## src/rtl/alu_16bit_pkg.sv

```systemverilog
// Shared opcode encoding and default width for the alu_16bit block.
`timescale 1ns/1ps
package alu_16bit_pkg;

  localparam int DEFAULT_WIDTH = 16;

  // Encodings not listed here (100, 101, 110) are reserved and flagged illegal.
  typedef enum logic [2:0] {
    OP_ADD = 3'b000,
    OP_SUB = 3'b001,
    OP_AND = 3'b010,
    OP_OR  = 3'b011,
    OP_XOR = 3'b111
  } op_e;

endpackage

```

## src/rtl/alu_16bit_core.sv

```systemverilog
// Purely combinational ALU datapath: result and flags from a, b and sel.
`timescale 1ns/1ps
module alu_16bit_core
  import alu_16bit_pkg::*;
#(
  parameter int WIDTH = DEFAULT_WIDTH
) (
  input  logic [WIDTH-1:0] a,
  input  logic [WIDTH-1:0] b,
  input  logic [2:0]       sel,
  output logic [WIDTH-1:0] result,
  output logic             zero,
  output logic             carry,
  output logic             overflow,
  output logic             negative,
  output logic             illegal_op
);

  logic [WIDTH:0] sum_ext;
  logic [WIDTH:0] diff_ext;

  // One extra bit holds the add carry-out or the subtract borrow.
  assign sum_ext  = {1'b0, a} + {1'b0, b};
  assign diff_ext = {1'b0, a} - {1'b0, b};

  always_comb begin
    result     = '0;
    carry      = 1'b0;
    overflow   = 1'b0;
    illegal_op = 1'b0;
    case (op_e'(sel))
      OP_ADD: begin
        result   = sum_ext[WIDTH-1:0];
        carry    = sum_ext[WIDTH];
        overflow = (a[WIDTH-1] == b[WIDTH-1]) && (sum_ext[WIDTH-1] != a[WIDTH-1]);
      end
      OP_SUB: begin
        result   = diff_ext[WIDTH-1:0];
        carry    = diff_ext[WIDTH];
        overflow = (a[WIDTH-1] != b[WIDTH-1]) && (diff_ext[WIDTH-1] != a[WIDTH-1]);
      end
      OP_AND: result = a & b;
      OP_OR:  result = a | b;
      OP_XOR: result = a ^ b;
      default: illegal_op = 1'b1;
    endcase
  end

  assign zero     = (result == '0);
  assign negative = result[WIDTH-1];

endmodule

```

## src/rtl/alu_16bit.sv

```systemverilog
// Registered ALU: captures A/B/sel when in_valid is high, result one cycle later.
`timescale 1ns/1ps
module alu_16bit
  import alu_16bit_pkg::*;
#(
  parameter int WIDTH = DEFAULT_WIDTH
) (
  input  logic             clk,
  input  logic             rst,
  input  logic             in_valid,
  input  logic [WIDTH-1:0] A,
  input  logic [WIDTH-1:0] B,
  input  logic [2:0]       sel,
  output logic [WIDTH-1:0] C,
  output logic             out_valid,
  output logic             zero,
  output logic             carry,
  output logic             overflow,
  output logic             negative,
  output logic             illegal_op
);

  // Handshake: in_valid qualifies A/B/sel at a rising edge; there is no ready,
  // every qualified input is accepted, and out_valid pulses for exactly one
  // cycle with its result. Outputs hold their last value when no input arrives.

  logic [WIDTH-1:0] core_result;
  logic             core_zero;
  logic             core_carry;
  logic             core_overflow;
  logic             core_negative;
  logic             core_illegal;

  alu_16bit_core #(.WIDTH(WIDTH)) u_core (
    .a          (A),
    .b          (B),
    .sel        (sel),
    .result     (core_result),
    .zero       (core_zero),
    .carry      (core_carry),
    .overflow   (core_overflow),
    .negative   (core_negative),
    .illegal_op (core_illegal)
  );

  always_ff @(posedge clk or posedge rst) begin
    if (rst) begin
      C          <= '0;
      out_valid  <= 1'b0;
      zero       <= 1'b0;
      carry      <= 1'b0;
      overflow   <= 1'b0;
      negative   <= 1'b0;
      illegal_op <= 1'b0;
    end else begin
      out_valid <= in_valid;
      // Gating on in_valid keeps X/Z on idle inputs out of the registers.
      if (in_valid) begin
        C          <= core_result;
        zero       <= core_zero;
        carry      <= core_carry;
        overflow   <= core_overflow;
        negative   <= core_negative;
        illegal_op <= core_illegal;
      end
    end
  end

endmodule

```

## config.mk

```make
export PLATFORM = sky130hd
export DESIGN_NAME = alu_16bit
export DESIGN_NICKNAME = d
export VERILOG_FILES = /design/src/rtl/alu_16bit_pkg.sv /design/src/rtl/alu_16bit_core.sv /design/src/rtl/alu_16bit.sv
export SDC_FILE = /design/constraint.sdc
export NUM_CORES = 1
export LEC_CHECK = 0
export CORE_ASPECT_RATIO = 1.4
export CORE_MARGIN = 2
export CORE_UTILIZATION = 45
export DETAILED_ROUTE_END_ITERATION = 8
export GPL_TIMING_DRIVEN = 1
export PLACE_DENSITY = 0.82
export SLEW_MARGIN = 30
export SYNTH_ARGS = -nofsm -noshare
export SYNTH_HDL_FRONTEND = slang
export SYNTH_SLANG_ARGS = --single-unit
export TNS_END_PERCENT = 5
```

## constraint.sdc

```tcl
create_clock -name clk -period 1 [get_ports clk]
set_input_delay 0.2 -clock clk [delete_from_list [all_inputs] [get_ports clk]]
set_output_delay 0.2 -clock clk [all_outputs]
set_load 0.01 [all_outputs]
```

==> results.md, run 1 <==
- The flow ran to the end, but the final reports show violations.
- The final reports fail on negative setup slack.
- The number of standard cells in the final layout excluding fillers is 771.
- The floorplan row count is 37.
- The clock network fraction of total power is 10.9%.
- By area the synthesized netlist is led by ha_1, dfrtp_1, a21oi_1.
- The cell area after synthesis is 3360 sq um.
- The width of the die is 77.1 um.
- The number of cell instances on the worst register-to-register path is 2.
- The fraction of the core area covered by cells at the end of the flow is 81.9%.
- Across the run, the number of max-cap violations was 0.
- The global placement routability congestion is 1.01.
- Data arrives at the worst endpoint at 2.95 ns.
- Headroom to the max-slew limit came out at 75.1%.
- The aggregate global-route resource usage is 33.9%.
- The number of hold-slack violations in the final timing report is 0.
- Once detail routing completed, the nets flagged for antenna violations numbered 0.
- The tree built by TritonCTS fans out to 21 sinks.
- A synthesized cell averages 7.68 sq um.
- The tree is rooted in a clkbuf_8.
- The worst path uses 275% of the clock period.
- The final period demand of the worst path is 2.75 ns.
- The number of nets produced by synthesis is 527.
- After detailed placement, the total cell area comes to 5290 sq um.
- The total overflow left after global routing is 0.
- The number of vias in the routed layout is 4482.
- The floorplan step defined a die boundary enclosing 8190 sq um.
- The total count of max-transition violations in the final report is 0.
- In this run the static leakage power is 2.91 nW.
- The post-route netlist has 52.2% of its cells at a drive strength greater than 1.
- Setup violations remaining at the end of the flow were counted as 22.
- In the final layout, the multi-input gates occupy 3050 sq um.
- After clock tree synthesis, the flow added hold-fix buffers numbering 0.
- Combinational logic burns 68.8% of the power.
- The library cell used most frequently in the layout, excluding fill and tap cells, is buf_4.
- The worst register-to-register path ends at C[11]$_DFFE_PP0P_.
- The count of distinct cell types in the synthesized netlist is 64.
- From synthesis to final layout, the design area changed by 78.2%.
- The startpoint identified for the worst register-to-register timing path is C[11]$_DFFE_PP0P_.
- The worst setup path is of the in2reg kind.
- The async set-or-reset flop fraction in the synthesized netlist is 100%.
- The worst reg-to-reg setup slack is 0.13 ns.
- In this run, placement finished with an instance count of 739.
- The switching power of the nets is 1.92 mW.
- Counting flops and latches in the post-synthesis netlist gives 21.
- The number of synthesized flops with an enable pin is 0.
- The cell count after synthesis is 438.
- The total power after layout is 4.90 mW.
- The initial antenna violation count was 0.
- In the post-route analysis, the smallest setup slack over all paths is -1.75 ns.
- The detailed router finished its first iteration with 306 violations.
- The accumulated negative setup slack is -21.92 ns.
- The final-stage net count is 764.
- The effective utilization at floorplan is 46.0%.
- The Yosys step of the flow raised 0 warnings.
- Buffers placed on the I/O ports in this run total 59.
- For this run, the detailed router's first-pass iteration total came to 5.
- STA classifies the critical path startpoint as an input port.
- The transition at the pin with the smallest max-transition slack is 0.374 ns.
- The final antenna diode count is 0.
- After routing the design area is 5990 sq um.
- The data required time at the worst endpoint is 1.20 ns.
- For this design the top-level I/O count stands at 60.
- The number of global-route vias before repair was 4856.
- IR analysis of the VDD net gives a maximum drop of 0.620 mV.
- Dividing the detail-routed wire length by the instance count gives 17.7 um.
- The clock skew after layout is 0 ns.
- The total of fill cells in the finished design is 471.
- The class of the tightest hold or removal check is in2async.
- The first global-routing pass estimated 22.9 mm of wire.
- The number of clock buffers inserted by TritonCTS is 3.
- The internal portion of the total power is 2.98 mW.
- The element type at the critical path end is a flip-flop.
- After clock tree synthesis, the clock-pin slew on the worst setup and hold paths is 0.07 ns.
- Entering global routing, the biggest net connects 22 pins.
- In the layout the commonest cells are buf_4, ha_1, inv_1, nor2_1, buf_2.
- The fmax is 364 MHz.
- The area used by sequential logic in the layout is 526 sq um.
- The proportion of power drawn by flip-flops and latches is 20.4%.
- Clock latency on the worst-skew pair, taken at its later pin, is 0.25 ns.
- The register area share after synthesis is 15.6%.
- The primary flip-flop cell chosen by synthesis mapping is dfrtp_1.
- The buffer depth of the longest clock path is 2.
- The power density over the cells is 817 nW/um^2.
- The y dimension of the die is 106 um.
- Of the total power, the share spent switching nets is 39.2%.
- After floorplanning, the core was sized to cover 7310 sq um.
- The synthesized design devotes to its leading area cell type 18.2% of total area.
- The number of remaining DRC errors is 0.
- In this run the number of H-tree levels came out at 1.
- The total routed wirelength is 13.7 mm.
- Setup repair after global routing could not meet its margin everywhere.
- The maximum fanout along the worst path is 3.
- The clock tree from TritonCTS is built.
- After detailed routing, the number of vias per cell comes to 5.81.
- After legalization and detailed placement, the total HPWL measured 9.91 mm.
- The cell accounting for the most synthesized area is ha_1.
[cell type report]
cell class	instances	area share, %
Clock buffer	3	0.689
Clock inverter	1	0.0835
Inverter	52	3.34
Multi-Input combinational cell	338	50.8
Sequential cell	21	8.77
Tap cell	97	2.03
Timing Repair Buffer	259	34.2
[cells by family after synthesis]
group                      after synthesis  synth area share [%]
and+or+nand+nor                        114                  17.0
AOI/OAI and AO/OA                      148                  31.4
muxes                                   15                  4.58
DFF                                     21                  15.6
buffers and inverters                   79                  9.38
xor gates and xnor gates                10                  2.61
adders and majority gates               51                  19.4
[critical path: stages]
cell and delay (ns):
buf_6 0.08, inv_2 0.04, ha_4 0.15, inv_2 0.05, fa_2 0.25, nand2b_4 0.06, a2111o_1 0.42, buf_6 0.16
a21oi_4 0.13, nor3_2 0.07, or4_4 0.53, a32oi_2 0.24, o211ai_1 0.13, nor4_2 0.23, a32o_2 0.19
[worst max-delay path by stage]
stage,from,cells past startpoint,end
2_1_floorplan,A[0],13,zero$_DFFE_PP0P_
4_1_cts,A[0],15,zero$_DFFE_PP0P_
5_1_grt,A[0],15,zero$_DFFE_PP0P_
6_report,A[0],15,zero$_DFFE_PP0P_
3_5_place_dp,A[0],14,zero$_DFFE_PP0P_
3_3_place_gp,A[0],14,zero$_DFFE_PP0P_
[through the flow]
| step | worst slack [ns] | hold WS [ns] |
|---|---|---|
| after floorplan | -1.76 | 0.177 |
| after global placement | -2.45 | 0.476 |
| after detailed placement | -2.56 | 0.485 |
| after CTS | -1.75 | 0.252 |
| after global routing | -1.86 | 0.269 |
| final | -1.75 | 0.249 |
[layer usage]
metal	track usage, %	vias to the layer above	wire length [um]	part of all wire [%]
li1	-	2069	-	-
met1	36.7	2122	5010	37
met2	62.7	216	7210	53
met3	5.43	75	746	5.5
met4	17.9	0	707	5.2
met5	0	-	0	0
[sequential cells by signal, summed over array words and instances, names as in the netlist]
| register | count |
|---|---|
| C | 16 |
| carry | 1 |
| illegal_op | 1 |
| out_valid | 1 |
| overflow | 1 |
| zero | 1 |
[what timing repair did]
item,4_1_cts,5_1_grt
setup buffers,28,0
gates resized for setup,265,25
pin swaps,44,14
setup endpoints to repair,42,40
[synthesized netlist by cell type (all sizes together) (7+ instances only)]
master	count
inv	51
a22o	11
buf	12
nor2b	8
a22oi	7
nor2	35
xnor2	9
clkbuf	15
o21ai	22
ha	49
a21oi	41
nor3	12
o211ai	8
nand2	22
nand3	8
mux2i	12
dfrtp	21
[power by group through the flow]
stage                     sequential, mW  combinational, mW  clock [mW]
after floorplan                     1.05               1.23           0
after global placement              1.00               2.70           0
after detailed placement            1.01               2.77           0
after CTS                          0.994               3.16       0.542
after global routing                1.01               3.59       0.596
final                              0.997               3.37       0.532
Note: power is estimated with default switching activity, not from simulation.
==> run 2: changes to the inputs <==
--- a/config.mk
+++ b/config.mk
@@ -8,9 +8,11 @@
 export CORE_ASPECT_RATIO = 1.4
 export CORE_MARGIN = 2
 export CORE_UTILIZATION = 45
+export CTS_BUF_LIST = sky130_fd_sc_hd__clkbuf_4
 export DETAILED_ROUTE_END_ITERATION = 8
 export GPL_TIMING_DRIVEN = 1
 export PLACE_DENSITY = 0.82
+export RECOVER_POWER = 25
 export SLEW_MARGIN = 30
 export SYNTH_ARGS = -nofsm -noshare
 export SYNTH_HDL_FRONTEND = slang
==> results.md, run 2 (same netlist as run 1, synthesis figures left out) <==
- The final HPWL from detailed placement is 9.91 mm (unchanged).
- The floorplan row count is 37 (unchanged).
- The startpoint type of the worst setup path is an input port.
- The relative max-transition margin is 67.6% (-7.5 points).
- The min-delay analysis places its worst path in the category in2reg.
- The number of nets still failing antenna checks after routing is 0 (unchanged).
- The worst setup path is of the in2reg kind.
- For this design, the slowest cell found on the critical path is or4_4.
- The fraction of the core area covered by cells at the end of the flow is 82.3% (+0.39 points).
- The area of the die is 8190 sq um (unchanged).
- The flip-flop count of the largest register after layout came to 16 (unchanged).
- The accumulated negative setup slack came to -21.86 ns (+0.0582 ns).
- The most flop-heavy register is C.
- The total count of max-transition violations in the final report is 0 (unchanged).
- The global-route wire length before repair is 23.4 mm (+2.5%).
- The count of hold buffers inserted by post-cts repair was 0 (unchanged).
- The core footprint is 7310 sq um (unchanged).
- The count of input and output buffers is 59 (unchanged).
- The transition at the pin with the smallest max-transition slack came to 0.486 ns (+0.112 ns).
- The aggregate global routing overflow is 0 (unchanged).
- The area used by sequential logic in the layout was 526 sq um (unchanged).
- The checks that failed: negative setup slack.
- The data arrival time of the critical path is 2.98 ns (+0.03 ns).
- The I/O pin count is 60 (unchanged).
- The cell area after placement is 5290 sq um (unchanged).
- The CTS H-tree depth is 1 (unchanged).
- The count of max-cap constraint violations is 0 (unchanged).
- The initial antenna violation count was 0 (unchanged).
- The fmax is 369 MHz (+1.3%).
- The width of the die is 77.1 um (unchanged).
- The number of global-route vias before repair is 4905 (+1.0%).
- The post-route standard cell area excluding fillers was 6020 sq um (+0.48%).
- The number of vias in the routed layout is 4524 (+0.94%).
- The data required time at the worst endpoint was 1.26 ns (+0.06 ns).
- The aggregate global-route resource usage is 34.9% (+1.0 points).
- The final period demand of the worst path is 2.71 ns (-0.0348 ns).
- The y dimension of the die was 106 um (unchanged).
- The clock skew after layout came to 0 ns (unchanged).
- The final-stage net count was 763 (-0.13%).
- Clock tree synthesis selected as its root buffer the cell clkbuf_4.
- In the layout the commonest cells are buf_4, ha_1, inv_1, nor2_1.
- Setup repair after global routing could not meet its margin everywhere.
- The final critical-path setup slack is -1.71 ns (+0.0348 ns).
- The clock-pin transition on the worst setup and hold timing paths came to 0.11 ns (+0.04 ns).
- The clock tree from TritonCTS is built.
- The maximum number of pins on one net before global-route repair is 22 (unchanged).
- The total setup violations reported at the end of the flow is 41 (+86%).
- The final antenna diode count came to 0 (unchanged).
- The detail-routed via count per cell came to 5.88 (+1.1%).
- The effective utilization at floorplan is 46.0% (unchanged).
- The maximum vdd drop is 0.541 mV (-13%).
- Leaving out fill and tap cells, the most frequent cell in the layout is buf_4.
- The total power after layout is 4.82 mW (-1.5%).
- STA classifies the critical path endpoint as a flip-flop.
- The total routed wirelength is 14.1 mm (+3.5%).
- The leakage dissipation was 2.91 nW (about the same).
- The number of hold-slack violations in the final timing report came to 0 (unchanged).
- The share of cells above drive strength 1 came to 52.7% (+0.52 points).
- The power density over the cells was 801 nW/um^2 (-1.9%).
- The number of sinks on the clock net is 21 (unchanged).
- The detailed-router iteration count before antenna repair is 5 (unchanged).
- The clock insertion delay at the later pin of the skew report is 0.31 ns (+0.06 ns).
- The global placement routability congestion is 1.01 (unchanged).
- The buffer depth of the longest clock path is 2 (unchanged).
- The critical path's largest stage delay came to 0.51 ns (-0.02 ns).
- The violation count after the first detailed-routing iteration is 292 (-4.6%).
- The maximum fanout along the worst path is 3 (unchanged).
- The total of fill cells in the finished design is 469 (-0.42%).
- The number of clock buffers inserted by TritonCTS is 3 (unchanged).
- The area of the multi-input gates was 3080 sq um (+1.1%).
- The layout-stage area growth over the synthesis result is 79.1%.
- The run finished, with violations left.
- The share of the clock period used by the worst path came to 271% (-3.5 points).
- Walking the worst path, the cells encountered are buf_8 > inv_4 > ha_4 > inv_2 > fa_2 > nand2b_4 > a2111o_1 > buf_6 > a21oi_4 > nor3_2 > or4_4 > a32oi_2 > o211ai_1 > nor4_2 > a32o_2.
- The number of remaining DRC errors is 0 (unchanged).
- The routed wirelength normalized by instance count is 18.4 um (+3.6%).
[run 2: changes by cell type in the layout (fill, tap and decap cells not counted), moves of 3 or more]
cell	before	now
buf_4	182	177
clkbuf_4	0	3
clkbuf_8	3	0
buf_6	21	26
[run 2: repair_timing]
| item | in CTS | in global routing |
|---|---|---|
| setup buffers | 30 | 0 |
| gates resized for setup | 280 | 30 |
| pin swaps | 47 | 17 |
| endpoints found under the hold margin | 0 | 0 |
| setup endpoints to repair | 42 | 42 |
[run 2: final cells by class]
class	count	area share, %
clock buffers	3	0.374
clock inverters	1	0.0831
inverters	52	3.53
multi-input cells	338	51.1
flip-flops and latches	21	8.73
well taps	97	2.02
repair buffers	258	34.1
[run 2: metal layers]
metal	GRT usage [%]	wire length, um	vias to the layer above
met1	38.4	5140	2142
met5	0	0	-
met4	19.4	823	0
met2	63.9	7420	234
met3	4.67	764	85
li1	-	-	2063
[run 2: path summary, 6_finish.rpt]
path | start | end | slack, ns | depth (start not counted)
min in group asynchronous | rst | carry$_DFFE_PP0P_ | 0.41 | 3
max in group asynchronous | rst | C[3]$_DFFE_PP0P_ | 0.26 | 3
worst max-delay path | A[0] | zero$_DFFE_PP0P_ | -1.71 | 15
worst min-delay path | in_valid | out_valid$_DFF_PP0_ | 0.38 | 2
worst max register to register | C[2]$_DFFE_PP0P_ | C[2]$_DFFE_PP0P_ | 0.12 | 2
worst min register to register | illegal_op$_DFFE_PP0P_ | illegal_op$_DFFE_PP0P_ | 0.51 | 2
[run 2: power by group]
group          switching (mW)  total (mW)  internal [mW]
clock network           0.250       0.400          0.150
registers              0.0591        1.00          0.941
logic                    1.65        3.42           1.77
[run 2: stage by stage]
stage / hold slack (ns) / std cells / setup slack, ns
2_1_floorplan: 0.177 / 438 / -1.76
3_3_place_gp: 0.476 / 739 / -2.45
3_5_place_dp: 0.485 / 739 / -2.56
4_1_cts: 0.197 / 773 / -1.70
5_1_grt: 0.368 / 770 / -1.84
6_report: 0.378 / 770 / -1.71
[run 2: worst max-delay path: cells and delay by family]
kind | cells | cell delay [ns]
buffers and inverters | 4 | 0.33
AND/OR/NAND/NOR | 4 | 0.88
adder cells (fa/ha/maj) | 2 | 0.40
AO/OA/AOI/OAI | 5 | 1.15
==> run 3: changes to the inputs <==
--- a/config.mk
+++ b/config.mk
@@ -11,6 +11,7 @@
 export CTS_BUF_LIST = sky130_fd_sc_hd__clkbuf_4
 export DETAILED_ROUTE_END_ITERATION = 8
 export GPL_TIMING_DRIVEN = 1
+export HOLD_SLACK_MARGIN = 0.06
 export PLACE_DENSITY = 0.82
 export RECOVER_POWER = 25
 export SLEW_MARGIN = 30
==> results of run 3 <==
No change in the layout: final DEF, timing and power equal those of run 2.
